==> src/rtl/rsp_s1_prep_acc.sv <==
// rsp_s1_prep_acc
//   Accumulates N_TAPS signed products into one group sum. The sum is
//   rounded half-up, right-shifted by SHIFT and saturated to OUT_width, then
//   presented on a single-entry valid/ready output register.
//
// Ports
//   CLK       in   clock, rising edge
//   RST       in   synchronous active-high reset
//   PRODUCT   in   signed product from the upstream multiplier
//   IN_VLD    in   PRODUCT is valid this cycle (upstream cannot stall)
//   SYNC      in   group restart; the current cycle becomes tap 0
//   DOUT      out  rounded, saturated group sum
//   DOUT_VLD  out  DOUT holds an unconsumed result
//   OUT_RDY   in   downstream accepts DOUT when DOUT_VLD && OUT_RDY
//   DOUT_SAT  out  DOUT was clamped; qualified by DOUT_VLD
//   DROP      out  one-cycle pulse: a completed result was discarded
module rsp_s1_prep_acc #(
  parameter int P_width   = 15,
  parameter int N_TAPS    = 8,
  parameter int ACC_width = 23,
  parameter int SHIFT     = 4,
  parameter int OUT_width = 16
) (
  input  logic                 CLK,
  input  logic                 RST,
  input  logic [P_width-1:0]   PRODUCT,
  input  logic                 IN_VLD,
  input  logic                 SYNC,
  output logic [OUT_width-1:0] DOUT,
  output logic                 DOUT_VLD,
  input  logic                 OUT_RDY,
  output logic                 DOUT_SAT,
  output logic                 DROP
);

  localparam int CNT_W = (N_TAPS > 1) ? $clog2(N_TAPS) : 1;
  localparam logic [CNT_W-1:0] LAST_TAP = CNT_W'(N_TAPS - 1);

  // Rounding and clamp limits live at ACC_width+1 bits so the half-LSB
  // addition cannot wrap a sum sitting at the accumulator's extremes.
  localparam logic signed [ACC_width:0] HALF = (ACC_width + 1)'(1) << (SHIFT - 1);
  localparam logic signed [ACC_width:0] MAXV = (ACC_width + 1)'((1 << (OUT_width - 1)) - 1);
  localparam logic signed [ACC_width:0] MINV = ~MAXV;

  logic [CNT_W-1:0]            r_cnt;
  logic signed [ACC_width-1:0] r_acc;
  logic [OUT_width-1:0]        r_dout;
  logic                        r_sat;
  logic                        r_vld;
  logic                        r_drop;

  logic signed [ACC_width-1:0] w_ext;
  logic signed [ACC_width-1:0] w_sum;
  logic signed [ACC_width:0]   w_sum_x;
  logic signed [ACC_width:0]   w_rnd;
  logic                        w_complete;
  logic                        w_hi;
  logic                        w_lo;
  logic [OUT_width-1:0]        w_dout;
  logic                        w_sat;

  always_comb begin
    w_ext      = {{(ACC_width - P_width){PRODUCT[P_width-1]}}, PRODUCT};
    w_sum      = r_acc + w_ext;
    // Completion is judged on the tap counter alone, so a SYNC arriving on
    // the last tap still delivers that group's result.
    w_complete = IN_VLD && (r_cnt == LAST_TAP);
    w_sum_x    = {w_sum[ACC_width-1], w_sum};
    w_rnd      = (w_sum_x + HALF) >>> SHIFT;
    w_hi       = (w_rnd > MAXV);
    w_lo       = (w_rnd < MINV);
    w_sat      = w_hi || w_lo;
    if (w_hi) begin
      w_dout = MAXV[OUT_width-1:0];
    end else if (w_lo) begin
      w_dout = MINV[OUT_width-1:0];
    end else begin
      w_dout = w_rnd[OUT_width-1:0];
    end
  end

  // Tap counter and accumulator.
  always_ff @(posedge CLK) begin
    if (RST) begin
      r_cnt <= '0;
      r_acc <= '0;
    end else if (SYNC) begin
      if (IN_VLD) begin
        r_acc <= w_ext;
        r_cnt <= CNT_W'(1);
      end else begin
        r_cnt <= '0;
      end
    end else if (IN_VLD) begin
      r_acc <= (r_cnt == '0) ? w_ext : w_sum;
      r_cnt <= w_complete ? '0 : r_cnt + CNT_W'(1);
    end
  end

  // Single-entry output register: a completing result is taken if the
  // register is empty or being drained this cycle, otherwise it is dropped.
  always_ff @(posedge CLK) begin
    if (RST) begin
      r_dout <= '0;
      r_sat  <= 1'b0;
      r_vld  <= 1'b0;
      r_drop <= 1'b0;
    end else begin
      r_drop <= 1'b0;
      if (w_complete && (!r_vld || OUT_RDY)) begin
        r_dout <= w_dout;
        r_sat  <= w_sat;
        r_vld  <= 1'b1;
      end else if (w_complete) begin
        r_drop <= 1'b1;
      end else if (r_vld && OUT_RDY) begin
        r_vld <= 1'b0;
      end
    end
  end

  assign DOUT     = r_dout;
  assign DOUT_SAT = r_sat;
  assign DOUT_VLD = r_vld;
  assign DROP     = r_drop;

endmodule

==> config.mk <==
export PLATFORM = sky130hd
export DESIGN_NAME = rsp_s1_prep_acc
export DESIGN_NICKNAME = d
export VERILOG_FILES = /design/src/rtl/rsp_s1_prep_acc.sv
export SDC_FILE = /design/constraint.sdc
export NUM_CORES = 1
export LEC_CHECK = 0
export BUFFER_PORTS_ARGS = -buffer_cell sky130_fd_sc_hd__buf_2
export CAP_MARGIN = 40
export CORE_MARGIN = 1
export CORE_UTILIZATION = 60
export CTS_CLUSTER_SIZE = 28
export DETAILED_ROUTE_END_ITERATION = 10
export HOLD_SLACK_MARGIN = 0.1
export PLACE_DENSITY = 0.81
export SYNTH_ARGS = -nofsm -noshare
export SYNTH_HDL_FRONTEND = slang
export SYNTH_SLANG_ARGS = --single-unit
export TNS_END_PERCENT = 30
==> constraint.sdc <==
create_clock -name CLK -period 4.5 [get_ports CLK]
set_clock_uncertainty 0.1 [all_clocks]
set_input_delay 0.225 -clock CLK [delete_from_list [all_inputs] [get_ports CLK]]
set_output_delay 0.225 -clock CLK [all_outputs]
set_load 0.02 [all_outputs]
# --- Word level (Yosys, flattened, before mapping) ---
# Index checks and enable logic that the tools add are counted.
op_classes:
  order_cmp: 2
  eq_ne: 2
  n_addsub: 3
  n_reduce_logical: 11
  mux: 14
ops:
  columns: ["op", "count"]
  rows:
  - ["23-bit 2-to-1 mux", 4]
  - ["16-bit 2-to-1 mux", 2]
  - ["23-bit by 5-bit adder with 24-bit output, second input constant", 1]
  - ["23-bit by 15-bit adder with 23-bit output", 1]
  - ["20-bit by 16-bit greater-than comparator with 1-bit output, second input constant", 1]
  - ["20-bit by 16-bit less-than comparator with 1-bit output, second input constant", 1]
  - ["3-bit 2-to-1 mux", 3]
  - ["1-bit 2-to-1 mux", 5]
  - ["2-bit nonzero test", 2]
  - ["3-bit by 1-bit adder with 3-bit output, second input constant", 1]
  - ["3-bit == test, second input constant", 1]
  - ["1-bit logical AND", 3]
  - ["3-bit logical NOT", 1]
  - ["1-bit logical OR", 2]
  - ["2-bit by 1-bit != test with 1-bit output, second input constant", 1]
  - ["2-bit AND reduction", 1]
  - ["2-bit OR reduction", 1]
  - ["1-bit logical NOT", 1]
totals:
  regBits: 45
  output_inout_bits: 19
  in_bits: 20
  word_cells: 38

# --- Logic depth before layout (Yosys ltp) ---
# Gate-level depths: netlist (run 1).
logic_depth:
  word_depth: 5
  depth_mapped: 16
  mapped_depth_nobuf: 15

# --- Worst setup path after synthesis (run 1) ---
# No wires, ideal clock.
synth_path:
  path_kind: "reg2reg"
  startpoint: "register r_acc[0]"
  endpoint: "register r_dout[10], in the netlist DOUT[10]"
  path_stages_with_launch: 15
  n_path_buf: 1
  t_required_ps: 4281
  synth_period_minus_slack_ps: 3826
  setup_ps: 119
  path_slack_ps: 674
  t_arrival_ps: 3607
  cell_sequence: "dfxtp_1 ha_1 inv_1 fa_1 nand2b_1 a21o_2 a2111oi_4 nor3_1 or4_4 nand4bb_4 nor3_2 mux2i_1 a22oi_4 buf_4 o221a_2"
synth_between:
  elab_chain_cells: 5
  word_cells_on_any_way: 6
  classes_between: "add/sub (2); order compare (2); mux (2)"
synth_lines:
  columns: ["item", "line_no", "source"]
  rows:
  - ["start: declaration", "46", "logic signed [ACC_width-1:0] r_acc;"]
  - ["start signal: assignment", "89", "r_acc <= w_ext;"]
  - ["start signal: assignment", "95", "r_acc <= (r_cnt == '0) ? w_ext : w_sum;"]
  - ["23-bit by 15-bit adder with 23-bit output (*)", "64", "w_sum = r_acc + w_ext;"]
  - ["23-bit by 5-bit adder with 24-bit output (*)", "69", "w_rnd = (w_sum_x + HALF) >>> SHIFT;"]
  - ["20-bit by 16-bit less-than comparator with 1-bit output", "71", "w_lo = (w_rnd < MINV);"]
  - ["16-bit 2-to-1 mux", "75", "end else if (w_lo) begin"]
  - ["16-bit 2-to-1 mux (*)", "73", "if (w_hi) begin"]
  - ["end signal: assignment", "111", "r_dout <= w_dout;"]
  - ["end: declaration", "47", "logic [OUT_width-1:0] r_dout;"]
# Every way passes the cells marked *; elsewhere a longest branch is shown, timed or not.
# A chain may end at the register's enable or synchronous reset.

# --- Final worst setup path (run 1) ---
layout_path:
  startpoint: "input PRODUCT[0]"
  endpoint: "register r_dout[2], in the netlist DOUT[2]"
layout_between:
  elab_chain_cells: 5
  word_cells_on_any_way: 6
  classes_between: "add/sub (2); order compare (2); mux (2)"
layout_lines:
  columns: ["item", "line_no", "source"]
  rows:
  - ["start: declaration", "26", "input logic [P_width-1:0] PRODUCT,"]
  - ["23-bit by 15-bit adder with 23-bit output (*)", "64", null]
  - ["23-bit by 5-bit adder with 24-bit output (*)", "69", null]
  - ["20-bit by 16-bit less-than comparator with 1-bit output", "71", null]
  - ["16-bit 2-to-1 mux", "75", null]
  - ["16-bit 2-to-1 mux (*)", "73", null]
# Marks and branches as above.

==> results.md, run 1 <==
- Sequential-to-total area share from yosys stat: 24.01%
- Cell count after synthesis: 457
- Clock Latency Late Sink: 0.32 ns
- Worst path max stage delay: 0.57 ns
- CP Capture Type: flop
- Share of flip-flops with an asynchronous set or reset: 0%
- Syn_area_per_cell: 8.211 sq um
- Die height: 81.08 um
- Sw Ratio: 39.05%
- Max_cap viols: 0
- Vias: 3673
- Post-synth EDFFs: 0
- CP bufs+invs: 3
- VDD IR-drop max: 0.0001661 V
- Nets: 544
- Net count after synthesis: 504
- Seq pwr share: 35.9%
- Clock Sinks: 45
- H-tree depth: 2
- Yosys top cell by area: dfxtp_1
- Ports: 39
- WS Path Type: primary input to flop
- Inserted Clock Buffers: 5
- Slew Limit Fails: 0
- Most instantiated cells after synthesis: nor2_1 (48), nand2_1 (47), dfxtp_1 (45), a21oi_1 (31), ha_1 (26)
- Inserted Diodes: 0
- WP data required: 4.62 ns
- Initial antenna violation count: 0
- First-pass GRT wire length: 15520 um
- Max_slew headroom: 48.61%
- Internal power: 722.7 uW
- Leak pwr: 0.001765 uW
- Setup tns final: 0 ns
- Total GRT Usage: 30.55%
- Rows: 28
- DRC: 0
- Post-route minimum period: 4.380 ns
- Worst-margin pin slew: 0.7708 ns
- Reg clk slew, reported paths: 0.09 ns
- CTS root buffer: clkbuf_8
- Most used DFF post-synth: dfxtp_1
- WL/cell: 16.88 um
- Synth cell types: 73
- Worst path slowest cell: or4_4
- Psw: 463.0 uW
- WL final: 9670 um
- Clock Path Buffers: 2
- Total iterations of the first detailed-routing run: 5
- Vias per cell: 6.410
- Maximum fanout along the worst path: 16
- Final core utilization: 70.26%
- DRT antenna net count: 0
- Status: finished, final reports clean
- Starting Density: 62.64%
- Share of the synthesized area in the top cell type: 24.01%
- Area of the die: 0.006574 sq mm
- Crit path cell chain: dlygate4sd3_1 -> buf_2 -> ha_1 -> inv_1 -> fa_1 -> nand2b_1 -> a21o_2 -> a2111oi_4 -> nor3_1 -> or4_4 -> nand4bb_4 -> nor3_2 -> mux2i_1 -> a22oi_4 -> o221a_2
- Synth area leaders: dfxtp_1 (24%), ha_1 (8.7%), nor2_1 (4.8%), o221a_2 (4.8%), nand2_1 (4.7%)
- Layout cells sized above 1: 20.88%
- Vias in the first global route: 3279
- GRT overflow: 0
- Startpoint types: primary input
- F_max: 0.2283 GHz
- RD Place Congestion: 0.9410
- Cell Area, Synth: 0.003752 sq mm
- Placed cell count: 554
- Final hold vios: 0
- RSZ-0062 raised after global routing: no
- Data arrival time of the critical path: 4.50 ns
- Top cell family by delay on the critical path: simple AND/OR/NAND/NOR gates
- Final Setup Violations: 0
- Comb pwr share: 41.5%
- CTS tree: built
- DP Wirelength: 7019 um
- Hold/Removal Path Class: primary input to flop
- Non-filler cells, final: 573
- Most numerous cell in the Yosys netlist: nor2_1
- Largest net degree at the start of global routing: 39
- Power Density: 281.7 mW/mm^2
- 1st-iter DRT viols: 321
- Fill cells: 470
- Die X: 81.08 um
- Area grow syn2layout: 12.17%
- Period utilisation layout: 97.32%
- Clock power frac: 22.7%
- Area of the core: 0.005991 sq mm
- Synth Register Bits: 45
- Port buffer count: 38
- Synth warn: 0
power by group through the flow:
stage               Sequential, uW  Combinational (uW)  Clock [uW]
detailed placement             434                 469           0
CTS                            425                 477         272
finish                         425                 491         269
global placement               433                 459           0
floorplan                      432                 354           0
global route                   427                 535         286
path summary, 6_finish.rpt:
check,start,end,slack (ns),cells after the start
worst max-delay path,PRODUCT[0],DOUT[2]$_SDFFE_PP0P_,0.12,15
worst min-delay path,PRODUCT[6],r_acc[6]$_SDFFE_PP0P_,0.10,3
worst max register to register,r_acc[0]$_SDFFE_PP0P_,DOUT[2]$_SDFFE_PP0P_,0.32,13
worst min register to register,r_acc[14]$_SDFFE_PP0P_,r_acc[14]$_SDFFE_PP0P_,0.39,2
timing repair:
item / 4_1_cts / 5_1_grt
endpoints found under the hold margin: 11 / 0
hold buffers: 10 / 0
gates resized for setup: 0 / 1
endpoints found under the setup margin: 0 / 15
setup buffers: 0 / 1
worst reg2reg max path: stages, from the launching register on:
cell and delay, ns:
dfxtp_1 0.34, ha_1 0.17, inv_1 0.06, fa_1 0.39
nand2b_1 0.21, a21o_2 0.27, a2111oi_4 0.46, nor3_1 0.10
or4_4 0.57, nand4bb_4 0.25, nor3_2 0.31, mux2i_1 0.34
a22oi_4 0.20, o221a_2 0.30
area by class of cell:
cell class / count / area (sq um) / area share [%]
clock buffer: 5 / 68.82 / 1.635
clock inverter: 3 / 21.27 / 0.5054
sequential: 45 / 900.9 / 21.40
inverter: 10 / 37.54 / 0.8918
multi-input combinational: 377 / 2709 / 64.36
tap: 75 / 93.84 / 2.229
timing repair buffer: 58 / 377.9 / 8.977
sequential cells by signal, indices dropped and copies added, names as in the netlist:
| signal | flops |
|---|---|
| r_acc | 23 |
| DOUT | 16 |
| r_cnt | 3 |
| DOUT_SAT | 1 |
| DOUT_VLD | 1 |
| DROP | 1 |
placed cells by master, fill, tap and decap left out, types with 3 or more instances in the layout:
cell type      instances
nor2b_1                4
and3_1                 8
nand2_1               47
mux2i_1                4
o211ai_1               4
inv_1                 10
o221a_2               16
or3_1                  5
dfxtp_1               45
and2_1                 3
o21ai_0               18
xor2_1                13
nor3_1                20
or2_2                  3
clkbuf_8               5
a211oi_2               3
o21a_1                 3
a21o_1                 6
nand4_1                6
a21oi_2                4
a211oi_1               7
a311oi_1              12
nand3_1                9
a41oi_1                3
buf_4                  9
nand3b_1               3
xnor2_1               16
buf_2                 38
dlygate4sd3_1         10
nand2b_1               9
nor2_1                48
ha_1                  26
a21oi_1               30
cells by family after synthesis:
| family | Yosys count | synth area share (%) |
|---|---|---|
| adders and majority gates | 27 | 9.203 |
| and+or+nand+nor | 183 | 25.41 |
| DFF | 45 | 24.01 |
| buffers and inverters | 35 | 3.901 |
| muxes | 6 | 1.667 |
| xor gates and xnor gates | 29 | 6.769 |
| AOI/OAI and AO/OA | 132 | 29.04 |
metal layers:
metal  track usage (%)  up-vias  wire (um)
met5                 0        -          0
met4             8.929        0        135
met3             5.056       20        738
met2             47.65      173       4408
met1             42.85     1692       4389
li1                  -     1788          -
metrics by stage:
step                power [uW]  setup slack (ns)  hold slack [ns]  instance area, sq um
floorplan                785.9            0.6744           0.2019                  3752
global placement         892.7            0.4949           0.3621                  3988
detailed placement       902.5            0.3885           0.3713                  3995
CTS                       1175            0.1558           0.1006                  4185
global route              1248           0.02151           0.1060                  4209
finish                    1186            0.1204           0.1010                  4209
(Power assumes the default switching activity.)
==> inputs of run 2 (changes only) <==
--- a/config.mk
+++ b/config.mk
@@ -8,11 +8,11 @@
 export BUFFER_PORTS_ARGS = -buffer_cell sky130_fd_sc_hd__buf_2
 export CAP_MARGIN = 40
 export CORE_MARGIN = 1
-export CORE_UTILIZATION = 60
+export CORE_UTILIZATION = 65
 export CTS_CLUSTER_SIZE = 28
 export DETAILED_ROUTE_END_ITERATION = 10
 export HOLD_SLACK_MARGIN = 0.1
-export PLACE_DENSITY = 0.81
+export PLACE_DENSITY = 0.87
 export SYNTH_ARGS = -nofsm -noshare
 export SYNTH_HDL_FRONTEND = slang
 export SYNTH_SLANG_ARGS = --single-unit
==> constraint.sdc (replaced) <==
create_clock -name CLK -period 5.4 [get_ports CLK]
set_clock_uncertainty 0.1 [all_clocks]
set_input_delay 0.27 -clock CLK [delete_from_list [all_inputs] [get_ports CLK]]
set_output_delay 0.27 -clock CLK [all_outputs]
set_load 0.02 [all_outputs]
==> results.md, run 2 (synthesis results as in run 1) <==
- Status: finished, final reports clean
- Hold slack: 0.1386 ns
- GRT overflow: 0
- CTS tree: built
- Setup tns final: 0 ns
- Area of the core: 0.005540 sq mm
- Area of placed instances: 0.003946 sq mm
- Crit path cell chain: ha_1 -> inv_1 -> fa_1 -> nand2b_1 -> a21o_2 -> a2111oi_4 -> nor3_1 -> xnor2_1 -> nand4_2 -> or4b_1 -> a21oi_2 -> o21ai_2 -> a21oi_4 -> o221a_2
- Die X: 77.98 um
- Final Setup Violations: 0
- Worst hold start: PRODUCT[0]
- Vias: 3772
- Reg clk slew, reported paths: 0.09 ns
- Hold/Removal Path Class: primary input to flop
- DP Wirelength: 7312 um
- H-tree depth: 2
- Maximum fanout along the worst path: 15
- Worst path slowest cell: or4b_1
- Total iterations of the first detailed-routing run: 5
- WL/cell: 18.06 um
- Port buffer count: 38
- DRC: 0
- Largest net degree at the start of global routing: 47
- Inserted Clock Buffers: 5
- Reg2reg setup slack: 1.02 ns
- Inserted Diodes: 0
- Commonest non-fill, non-tap cells in the layout: nor2_1 (48), nand2_1 (47), dfxtp_1 (45)
- 1st-iter DRT viols: 359
- Die height: 77.98 um
- Leak pwr: 0.001713 uW
- Cells on worst reg2reg path: 14
- Clock Latency Late Sink: 0.31 ns
- Post-route minimum period: 4.379 ns
- Commonest non-fill, non-tap cell in the layout: nor2_1
- Vias per cell: 6.809
- VDD IR-drop max: 0.0001334 V
- CP Capture Type: flop
- F_max: 0.2284 GHz
- Vias in the first global route: 3626
- Ports: 39
- Rows: 27
- First-pass GRT wire length: 16550 um
- CP Depth: 14
- RD Place Congestion: 0.9482
- WL final: 10010 um
- R2r startpoint: r_acc[0]$_SDFFE_PP0P_
- Starting Density: 67.73%
- Clock Path Buffers: 2
- Worst path max stage delay: 0.60 ns
- Initial antenna violation count: 0
- Pwr Total: 1062 uW
- RSZ-0062 raised after global routing: no
- Area grow syn2layout: 9.103%
- Total GRT Usage: 34.07%
- DRT antenna net count: 0
- Power Density: 259.5 mW/mm^2
- Startpoint types: flop
- CTS root buffer: clkbuf_8
- WS Path Type: flop to flop
- Worst Hold Depth: 3
- Slew Limit Fails: 0
- WP data required: 5.55 ns
- Area of the die: 0.006081 sq mm
- Final Cell Area: 0.004094 sq mm
- Final core utilization: 73.89%
- Max_slew headroom: 42.54%
- Number of flip-flops in the largest register: 23
- CP bufs+invs: 1
- Max_cap viols: 0
- Crit Reg-Reg Endpoint: DOUT[4]$_SDFFE_PP0P_
- Hold endpoint: r_acc[0]$_SDFFE_PP0P_
- Nets: 528
- Final hold vios: 0
- Clock Sinks: 45
- Register name with the most flops: r_acc
- Data arrival time of the critical path: 4.53 ns
- Top cell family by delay on the critical path: compound AO/OA/AOI/OAI gates
- Worst-margin pin slew: 0.8619 ns
- Layout cells sized above 1: 19.92%
- Period utilisation layout: 81.09%
## run 2: changes by cell type in the layout (fill, tap and decap cells not counted)
cell,before,now
buf_4,9,3
a21oi_1,30,31
dlygate4sd3_1,10,1
clkinvlp_4,1,0
bufinv_16,0,2
clkinv_2,1,0
buf_12,1,0
a21oi_2,4,3
## run 2: repair_timing
action	4_1_cts	5_1_grt
buffers inserted	0	0
hold buffers	1	0
resized for setup	0	0
endpoints found under the hold margin	2	0
## run 2: worst max-delay path by stage
stage | from | to | slack, ns
after floorplan | r_acc[0]$_SDFFE_PP0P_ | DOUT[10]$_SDFFE_PP0P_ | 1.57
after global placement | PRODUCT[0] | DOUT[0]$_SDFFE_PP0P_ | 1.22
after detailed placement | PRODUCT[0] | DOUT[4]$_SDFFE_PP0P_ | 1.08
after CTS | r_acc[0]$_SDFFE_PP0P_ | DOUT[4]$_SDFFE_PP0P_ | 1.08
after global routing | r_acc[0]$_SDFFE_PP0P_ | DOUT[0]$_SDFFE_PP0P_ | 0.81
final | r_acc[0]$_SDFFE_PP0P_ | DOUT[4]$_SDFFE_PP0P_ | 1.02
## run 2: where the power goes
part	total, uW	switching, uW	internal [uW]
sequential	355	9.43	346
combinational	394	247	148
clock	313	126	186
total	1060	382	680
## run 2: metrics by stage
| step | std cells | setup slack [ns] |
|---|---|---|
| after floorplan | 457 | 1.574 |
| after global placement | 544 | 1.225 |
| after detailed placement | 545 | 1.082 |
| after CTS | 554 | 1.084 |
| after global routing | 554 | 0.8098 |
| final | 554 | 1.021 |
## run 2: layer usage
layer | track usage (%) | wire length [um] | vias to the layer above
met2 | 57.35 | 4631 | 217
li1 | - | - | 1760
met5 | 0 | 0 | -
met4 | 12.04 | 232 | 0
met3 | 7.176 | 998 | 27
met1 | 42.85 | 4146 | 1768
## run 2: worst reg2reg max path, cell delays in order, from the launching register on
cell and delay, ns:
dfxtp_1 0.35, ha_1 0.16, inv_1 0.05, fa_1 0.38
nand2b_1 0.21, a21o_2 0.27, a2111oi_4 0.47, nor3_1 0.11
xnor2_1 0.49, nand4_2 0.26, or4b_1 0.60, a21oi_2 0.16
o21ai_2 0.09, a21oi_4 0.35, o221a_2 0.26
## run 2: layout make-up
| class | instances | area (sq um) |
|---|---|---|
| tap | 72 | 90.09 |
| clock inverter | 3 | 68.82 |
| clock buffer | 5 | 68.82 |
| fill | 434 | 1446 |
| multi-input combinational | 377 | 2705 |
| sequential | 45 | 900.9 |
| inverter | 10 | 37.54 |
| timing repair buffer | 42 | 222.7 |
